<file path="src/rtl/oversampled_bit_receiver.sv">
// Recovers line bits from an oversampled asynchronous input by measuring run lengths,
// rounding run tails, flagging glitch runs and packing bits LSB-first into words.
module oversampled_bit_receiver #(
    parameter int SAMPLES_PER_BIT = 10,
    parameter int HALF_THRESH     = SAMPLES_PER_BIT / 2,
    parameter int WORD_WIDTH      = 8,
    parameter int CNT_WIDTH       = 8
) (
    input  logic                  clk,
    input  logic                  rst,
    input  logic                  din,
    input  logic                  word_clr,
    output logic                  bit_out,
    output logic                  bit_valid,
    output logic [WORD_WIDTH-1:0] word_out,
    output logic                  word_valid,
    output logic                  glitch
);

    localparam int IDX_W = $clog2(WORD_WIDTH);

    localparam logic [CNT_WIDTH-1:0] SPB_LAST = CNT_WIDTH'(SAMPLES_PER_BIT - 1);
    localparam logic [CNT_WIDTH-1:0] HALF_C   = CNT_WIDTH'(HALF_THRESH);
    localparam logic [CNT_WIDTH-1:0] CNT_ONE  = CNT_WIDTH'(1);
    localparam logic [IDX_W-1:0]     IDX_LAST = IDX_W'(WORD_WIDTH - 1);
    localparam logic [IDX_W-1:0]     IDX_ONE  = IDX_W'(1);

    logic                  sync1_q, sync1_d;
    logic                  sync2_q, sync2_d;
    logic                  cur_q, cur_d;
    logic [CNT_WIDTH-1:0]  ph_q, ph_d;
    logic                  emitted_q, emitted_d;
    logic [IDX_W-1:0]      idx_q, idx_d;
    logic [WORD_WIDTH-1:0] shift_q, shift_d;
    logic                  bit_out_q, bit_out_d;
    logic                  bit_valid_q, bit_valid_d;
    logic [WORD_WIDTH-1:0] word_out_q, word_out_d;
    logic                  word_valid_q, word_valid_d;
    logic                  glitch_q, glitch_d;
    logic                  emit;

    always_comb begin
        sync1_d      = din;
        sync2_d      = sync1_q;
        cur_d        = cur_q;
        ph_d         = ph_q;
        emitted_d    = emitted_q;
        idx_d        = idx_q;
        shift_d      = shift_q;
        bit_out_d    = bit_out_q;
        bit_valid_d  = 1'b0;
        word_out_d   = word_out_q;
        word_valid_d = 1'b0;
        glitch_d     = 1'b0;
        emit         = 1'b0;

        // ph counts samples since the last emit in this run, so at a run end it is the tail length
        if (sync2_q == cur_q) begin
            if (ph_q == SPB_LAST) begin
                emit      = 1'b1;
                ph_d      = '0;
                emitted_d = 1'b1;
            end else begin
                ph_d = ph_q + CNT_ONE;
            end
        end else begin
            if (ph_q >= HALF_C) begin
                emit = 1'b1;
            end else if (!emitted_q) begin
                glitch_d = 1'b1;
            end
            cur_d     = sync2_q;
            ph_d      = CNT_ONE;
            emitted_d = 1'b0;
        end

        if (emit) begin
            bit_out_d   = cur_q;
            bit_valid_d = 1'b1;
        end

        // A clear coinciding with an emit starts the new word with that bit
        if (emit) begin
            if (word_clr) begin
                shift_d[0] = cur_q;
                idx_d      = IDX_ONE;
            end else begin
                shift_d[idx_q] = cur_q;
                if (idx_q == IDX_LAST) begin
                    word_out_d   = shift_d;
                    word_valid_d = 1'b1;
                    idx_d        = '0;
                end else begin
                    idx_d = idx_q + IDX_ONE;
                end
            end
        end else if (word_clr || glitch_d) begin
            idx_d = '0;
        end
    end

    always_ff @(posedge clk) begin
        if (rst) begin
            sync1_q      <= 1'b0;
            sync2_q      <= 1'b0;
            cur_q        <= 1'b0;
            ph_q         <= '0;
            emitted_q    <= 1'b1;
            idx_q        <= '0;
            shift_q      <= '0;
            bit_out_q    <= 1'b0;
            bit_valid_q  <= 1'b0;
            word_out_q   <= '0;
            word_valid_q <= 1'b0;
            glitch_q     <= 1'b0;
        end else begin
            sync1_q      <= sync1_d;
            sync2_q      <= sync2_d;
            cur_q        <= cur_d;
            ph_q         <= ph_d;
            emitted_q    <= emitted_d;
            idx_q        <= idx_d;
            shift_q      <= shift_d;
            bit_out_q    <= bit_out_d;
            bit_valid_q  <= bit_valid_d;
            word_out_q   <= word_out_d;
            word_valid_q <= word_valid_d;
            glitch_q     <= glitch_d;
        end
    end

    assign bit_out    = bit_out_q;
    assign bit_valid  = bit_valid_q;
    assign word_out   = word_out_q;
    assign word_valid = word_valid_q;
    assign glitch     = glitch_q;

endmodule

</file>
<file path="config.mk">
export PLATFORM = sky130hd
export DESIGN_NAME = oversampled_bit_receiver
export DESIGN_NICKNAME = d
export VERILOG_FILES = /design/src/rtl/oversampled_bit_receiver.sv
export SDC_FILE = /design/constraint.sdc
export NUM_CORES = 1
export LEC_CHECK = 0
export BUFFER_PORTS_ARGS = -buffer_cell sky130_fd_sc_hd__buf_2
export CAP_MARGIN = 20
export CORE_MARGIN = 2
export CORE_UTILIZATION = 45
export DETAILED_ROUTE_END_ITERATION = 8
export HOLD_SLACK_MARGIN = 0.06
export PLACE_DENSITY_LB_ADDON = 0.12
export SETUP_SLACK_MARGIN = 0.2
export SLEW_MARGIN = 20
export SYNTH_ARGS = -nofsm -noshare
export SYNTH_HDL_FRONTEND = slang
export SYNTH_SLANG_ARGS = --single-unit
export TNS_END_PERCENT = 5
</file>
<file path="constraint.sdc">
create_clock -name clk -period 2.23 [get_ports clk]
set_clock_uncertainty 0.1 [all_clocks]
set_input_delay 0.446 -clock clk [delete_from_list [all_inputs] [get_ports clk]]
set_output_delay 0.446 -clock clk [all_outputs]
set_load 0.02 [all_outputs]
</file>
==> results of run 1 <==
==> kinds of logic after synthesis <==
| family | synth area share |
|---|---|
| multiplexers | 0.1592 |
| AO/OA/AOI/OAI | 0.05178 |
| XOR/XNOR | 0.03787 |
| adder cells (fa/ha/maj) | 0.03864 |
| flip-flops | 0.4328 |
| buffers and inverters | 0.02550 |
| AND/OR/NAND/NOR | 0.2543 |
==> worst paths after layout <==
kind	to	slack, ns	cells past startpoint
worst min register to register	sync2_q$_SDFF_PP0_	0.35	1
worst max-delay path	word_out[1]$_SDFFE_PP0P_	0.11	5
worst min-delay path	sync1_q$_SDFF_PP0_	0.22	2
worst max register to register	word_out[1]$_SDFFE_PP0P_	0.11	5
==> sequential cells by signal (all words and copies together), names as in the netlist <==
register    count
ph_q            8
shift_q         8
word_out        8
idx_q           3
bit_out         1
bit_valid       1
cur_q           1
emitted_q       1
glitch          1
sync1_q         1
sync2_q         1
word_valid      1
==> power groups by stage <==
stage	registers, mW	clock network (mW)	logic [mW]
finish	0.643	0.317	0.0526
global route	0.646	0.366	0.0609
CTS	0.644	0.337	0.0533
detailed placement	0.658	0	0.0527
global placement	0.657	0	0.0511
floorplan	0.655	0	0.0375
==> timing repair <==
action	CTS	global route
buffers inserted	0	1
setup endpoints to repair	17	20
endpoints found under the hold margin	0	0
cloned	0	0
resized for setup	1	9
pin swaps	0	2
==> cell type report <==
cell class	count	area share
Clock buffer	7	0.02439
Clock inverter	1	0.002710
Inverter	3	0.006098
Multi-Input combinational cell	121	0.4892
Sequential cell	35	0.3814
Tap cell	46	0.03117
Timing Repair Buffer	21	0.06504
==> Yosys cell counts, drive strengths merged, types with 3 or more instances <==
| cell | count |
|---|---|
| a21oi | 3 |
| and3 | 3 |
| clkbuf | 8 |
| dfxtp | 35 |
| ha | 5 |
| inv | 3 |
| mux2 | 14 |
| mux2i | 10 |
| nand2 | 6 |
| nand2b | 3 |
| nand3 | 8 |
| nor2 | 26 |
| nor2b | 18 |
| xor2 | 6 |
==> critical path: cells and delay by family, from the launching register on <==
kind | cells | cell delay (ns)
multiplexers | 1 | 0.31
AND/OR/NAND/NOR | 2 | 0.71
AO/OA/AOI/OAI | 2 | 0.55
flip-flops | 1 | 0.34
==> through the flow <==
| step | hold slack [ns] | area (um^2) | setup WS, ns | instances | power (mW) |
|---|---|---|---|---|---|
| finish | 0.2195 | 1847 | 0.1138 | 234 | 1.013 |
| global route | 0.2084 | 1847 | 0.04880 | 234 | 1.073 |
| CTS | 0.2043 | 1810 | 0.1151 | 233 | 1.034 |
| detailed placement | 0.3335 | 1759 | 0.1351 | 225 | 0.7102 |
| global placement | 0.3195 | 1759 | 0.1594 | 225 | 0.7081 |
| floorplan | 0.3138 | 1619 | 0.1711 | 167 | 0.6927 |
==> metal layers <==
metal  track usage  up-vias
li1              -      599
met1        0.1757      536
met2        0.2930       13
met3       0.05810        5
met4       0.07337        0
met5             0        -
==> impl_metrics.py, run 1 <==
metrics = {
    "clock_tree": {
        "cts_root_buffer": "clkbuf_4",
        "cts.sinks": 35,
        "clk_latency_ns": 0.33,
        "cts_max_path_buffers": 2,
        "cts_tree": "yes",
        "numCtsBuffers": 5,
        "clkTransAtPathRegs_ns": 0.10,
        "htreeDepth": 2,
        "cts_hold_buf": 0,
    },
    "grt": {
        "grt_pass1_vias": 1163,
        "grt_max_degree": 36,
        "grt_pass1_wl_um": 5181,
        "overflow": 0,
        "track_usage": 0.1656,
        "antenna_found_initial": 0,
    },
    "floorplan": {
        "core_area_um2": 3390,
        "dieArea_um2": 4093,
        "die_w_um": 63.98,
        "die_h_um": 63.98,
        "initial_core_util": 0.4777,
        "core.rowCount": 21,
        "ios": 16,
    },
    "synthesis": {
        "synth-main-ff-cell": "dfxtp_1",
        "ys_types": 32,
        "synth_edf_count": 0,
        "synthArstFlopShare": 0,
        "syn_nets": 176,
        "netlist_instances": 167,
        "synth-seq-area-share": 0.4328,
        "yosysTopAreaCell": "dfxtp_1",
        "yosys.area.top_type_share": 0.4328,
        "synth_area_um2": 1619,
        "synth.avg_cell_area_um2": 9.695,
        "yosys-top-cells-area": "dfxtp_1 (43%), mux2_2 (9.7%), nor2b_1 (7.0%)",
        "yosysWarningCount": 0,
        "synth_seq_cells": 35,
    },
    "power_and_ir_drop": {
        "p_seq_frac": 0.635,
        "clock_power_share": 0.313,
        "p_leak_nw": 0.8673,
        "power_density_nw_per_um2": 548.3,
        "p_int_mw": 0.7772,
        "peakVddDrop_mv": 0.3952,
        "p_switching_mw": 0.2353,
        "swShare": 0.2324,
        "p_comb_frac": 0.052,
    },
    "worst_hold_path": {
        "hold_start": "din",
        "hold_class": "in -> reg",
    },
    "detailed_routing": {
        "viasPerCell": 4.927,
        "drc_errors": 0,
        "wl_met3_um": 94,
        "topRoutingLayerUsed": "met4",
        "met1_length_um": 1209,
        "wl_per_cell_um": 12.34,
        "wl_met2_um": 1527,
        "drtIter0Drc": 34,
        "drt_wl_total_um": 2887,
        "num_vias": 1153,
        "ant_nets": 0,
        "drt_first_pass_iters": 4,
    },
    "status": {
        "outcome": "finished clean",
    },
    "critical_path": {
        "cp-startpoint": "ph_q[7]$_SDFF_PP0_",
        "r2r-start": "ph_q[7]$_SDFF_PP0_",
        "crit_chain": "or4_4, a211o_1, a21o_1, nand2_4, mux2_4",
        "slowest_stage": "or4_4",
        "cp-end-kind": "flop",
        "arrival_ns": 2.24,
        "slowest_delay_ns": 0.55,
        "worstPathMaxFanout": 7,
        "crit_type": "reg -> reg",
        "worst_ep_required_time_ns": 2.35,
        "worstSetupStartpointType": "flop",
    },
    "placed_design": {
        "hpwl_um": 2005,
        "numPortBuffers": 15,
        "place.gp.congestion": 0.8103,
    },
    "sta": {
        "min_period_over_period": 0.9489,
        "fin_setup_tns_ns": 0,
        "hold_viol": 0,
        "fmax_mhz": 472.6,
        "grt_setup_unrepaired": "yes",
        "fin_crit_ns": 2.116,
        "report.final.slew_viol_count": 0,
        "setup-violations-final": 0,
        "maxSlewHeadroom": 0.6213,
        "tightest_slew_ns": 0.5680,
    },
    "cells_and_area": {
        "layout_commonest_cell": "dfxtp_1",
        "multi_input_area_um2": 903.4,
        "fin_util": 0.5449,
        "drive_gt1_frac": 0.2606,
        "mostFrequentLayoutCells": "dfxtp_1 (32), nor2_1 (25), nor2b_1 (18)",
        "antenna_cells": 0,
        "syn_to_final_growth_pct": 14.06,
        "fillers": 311,
        "final_nets": 196,
        "seqCellArea_um2": 704.4,
    },
    "job": {
        "maxCapViolations": 0,
    },
}
(Power assumes the default switching activity.)
==> run 2, diff against run 1 <==
Settings changed: ABC_AREA set to 1, CTS_CLUSTER_DIAMETER set to 30.
==> impl_metrics.py, run 2 <==
metrics = {
    "critical_path": {
        "worstSetupStartpointType": "flop",
        "regToRegSetupSlack_ns": 0.51,
        "crit_chain": "inv_1, ha_1, nand3_2, o21ai_4, nand4_4, nor2_1, nand2_1, nand2_1",
        "worst_ep_required_time_ns": 2.42,
        "critPathTopFamily": "simple AND/OR/NAND/NOR gates",
        "slowest_delay_ns": 0.34,
        "crit_buf_inv": 1,
        "crit_type": "reg -> reg",
        "cp-end-kind": "flop",
        "cpMostUsedCell": "nand2_1",
        "slowest_stage": "dfxtp_1",
        "worstPathMaxFanout": 15,
        "arrival_ns": 1.91,
    },
    "clock_tree": {
        "clk_latency_ns": 0.34,
        "post_cts.repair.setup_buffers": 0,
        "cts_hold_buf": 0,
        "cts_resized": 0,
        "numCtsBuffers": 5,
        "cts_root_buffer": "clkbuf_4",
        "htreeDepth": 2,
        "cts_tree": "yes",
        "cts_max_path_buffers": 2,
        "cts.sinks": 35,
        "clkTransAtPathRegs_ns": 0.10,
    },
    "floorplan": {
        "ios": 16,
        "dieArea_um2": 4008,
        "core_area_um2": 3363,
        "die_h_um": 63.31,
        "core.rowCount": 21,
        "initial_core_util": 0.4706,
        "die_w_um": 63.31,
    },
    "placed_design": {
        "dp_cells": 274,
        "hpwl_um": 2069,
        "numPortBuffers": 15,
        "dpl_cell_area_um2": 1697,
        "post-place-ws_ns": 0.5362,
        "place.gp.congestion": 0.7846,
    },
    "detailed_routing": {
        "ant_nets": 0,
        "drt_first_pass_iters": 4,
        "drc_errors": 0,
        "viasPerCell": 4.656,
        "wl_per_cell_um": 10.25,
        "drtIter0Drc": 53,
        "drt_wl_total_um": 2891,
        "num_vias": 1313,
    },
    "synthesis": {
        "synth-main-ff-cell": "dfxtp_1",
        "yosys.area.top_type_share": 0.4427,
        "synth_edf_count": 0,
        "yosys-top-cells-area": "dfxtp_1 (44%), nand2_1 (13%), nor2_1 (7.1%)",
        "syn_nets": 225,
        "synth_seq_cells": 35,
        "yosysWarningCount": 0,
        "synth_area_um2": 1583,
        "netlist_instances": 216,
        "ys_top_cells_by_count": "nand2_1 (55), dfxtp_1 (35), nor2_1 (30)",
        "synth-seq-area-share": 0.4427,
        "synth.avg_cell_area_um2": 7.328,
        "synth.most_common_cell": "nand2_1",
        "ys_types": 26,
        "yosysTopAreaCell": "dfxtp_1",
        "synthArstFlopShare": 0,
    },
    "power_and_ir_drop": {
        "p_seq_frac": 0.618,
        "p_comb_frac": 0.065,
        "swShare": 0.2519,
        "p_leak_nw": 0.8018,
        "p_switching_mw": 0.2623,
        "power_density_nw_per_um2": 596.1,
        "p_total_mw": 1.041,
        "clock_power_share": 0.317,
        "peakVddDrop_mv": 0.3259,
        "p_int_mw": 0.7789,
    },
    "cells_and_area": {
        "fin_util": 0.5193,
        "stdcell_area_um2": 1747,
        "stdcell_count": 282,
        "drive_gt1_frac": 0.1441,
        "mostFrequentLayoutCells": "nand2_1 (55), dfxtp_1 (35), nor2_1 (30)",
        "layout_commonest_cell": "nand2_1",
        "final_nets": 244,
        "antenna_cells": 0,
        "syn_to_final_growth_pct": 10.36,
    },
    "grt": {
        "track_usage": 0.1660,
        "grt_max_degree": 18,
        "grt_pass1_vias": 1094,
        "overflow": 0,
        "grt_pass1_wl_um": 5133,
        "antenna_found_initial": 0,
    },
    "sta": {
        "grt_setup_unrepaired": "no",
        "fin_setup_tns_ns": 0,
        "setup-violations-final": 0,
        "fin_crit_ns": 1.718,
        "fin_hold_ws_ns": 0.1941,
        "hold_viol": 0,
        "maxSlewHeadroom": 0.7614,
        "min_period_over_period": 0.7702,
        "report.final.slew_viol_count": 0,
        "fmax_mhz": 582.2,
        "tightest_slew_ns": 0.3541,
        "setup_ws_ns": 0.5124,
    },
    "job": {
        "maxCapViolations": 0,
    },
    "worst_hold_path": {
        "hold_class": "in -> reg",
    },
    "status": {
        "outcome": "finished clean",
    },
}
==> run 2: cell count changes in the layout (fill, tap and decap cells not counted), moves of 5 or more <==
cell | previous run | this run
a21oi_1 | 2 | 15
buf_4 | 6 | 1
inv_1 | 3 | 25
mux2_2 | 7 | 0
mux2_4 | 7 | 0
mux2i_1 | 10 | 0
nand2_1 | 5 | 55
nor2_1 | 25 | 30
nor2b_1 | 18 | 0
o21ai_0 | 2 | 12
xor2_1 | 6 | 0
==> run 2: final cells by class <==
type / instances / area [um^2]
Inverter: 27 / 101.3
Clock buffer: 7 / 45.04
Sequential cell: 35 / 700.7
Timing Repair Buffer: 16 / 82.58
Tap cell: 46 / 57.56
Fill cell: 384 / 1617
Clock inverter: 1 / 5.005
Multi-Input combinational cell: 150 / 754.5
==> run 2: per-layer routing <==
metal	vias up	track usage	share of wire
met3	6	0.06071	0.055
met2	25	0.2261	0.39
met1	557	0.2327	0.54
met4	0	0.07337	0.020
li1	725	-	-
met5	-	0	0
==> run 2: kinds of logic after synthesis <==
| kind of cell | share of synthesized area |
|---|---|
| AOI/OAI and AO/OA | 0.09961 |
| adders and majority gates | 0.03953 |
| buffers and inverters | 0.08063 |
| DFF | 0.4427 |
| and+or+nand+nor | 0.3376 |
==> run 2: path summary, 6_finish.rpt <==
kind,endpoint,from,cells past startpoint
max,word_out[2]$_SDFFE_PP0P_,ph_q[1]$_SDFF_PP0_,8
min,sync1_q$_SDFF_PP0_,din,3
max reg2reg,word_out[2]$_SDFFE_PP0P_,ph_q[1]$_SDFF_PP0_,8
min reg2reg,sync2_q$_SDFF_PP0_,sync1_q$_SDFF_PP0_,2
==> run 2: worst reg2reg max path, stage by stage, from the launching register on <==
cell and delay (ns):
dfxtp_1 0.34, inv_1 0.08, ha_1 0.17, nand3_2 0.13
o21ai_4 0.25, nand4_4 0.24, nor2_1 0.22, nand2_1 0.08
nand2_1 0.05
==> run 2: power groups by stage <==
| stage | Sequential (mW) | Clock, mW | Combinational (mW) |
|---|---|---|---|
| final | 0.644 | 0.330 | 0.0679 |
| after global routing | 0.646 | 0.376 | 0.0785 |
| after CTS | 0.644 | 0.346 | 0.0691 |
| after detailed placement | 0.658 | 0 | 0.0689 |
| after global placement | 0.658 | 0 | 0.0690 |
| after floorplan | 0.657 | 0 | 0.0515 |
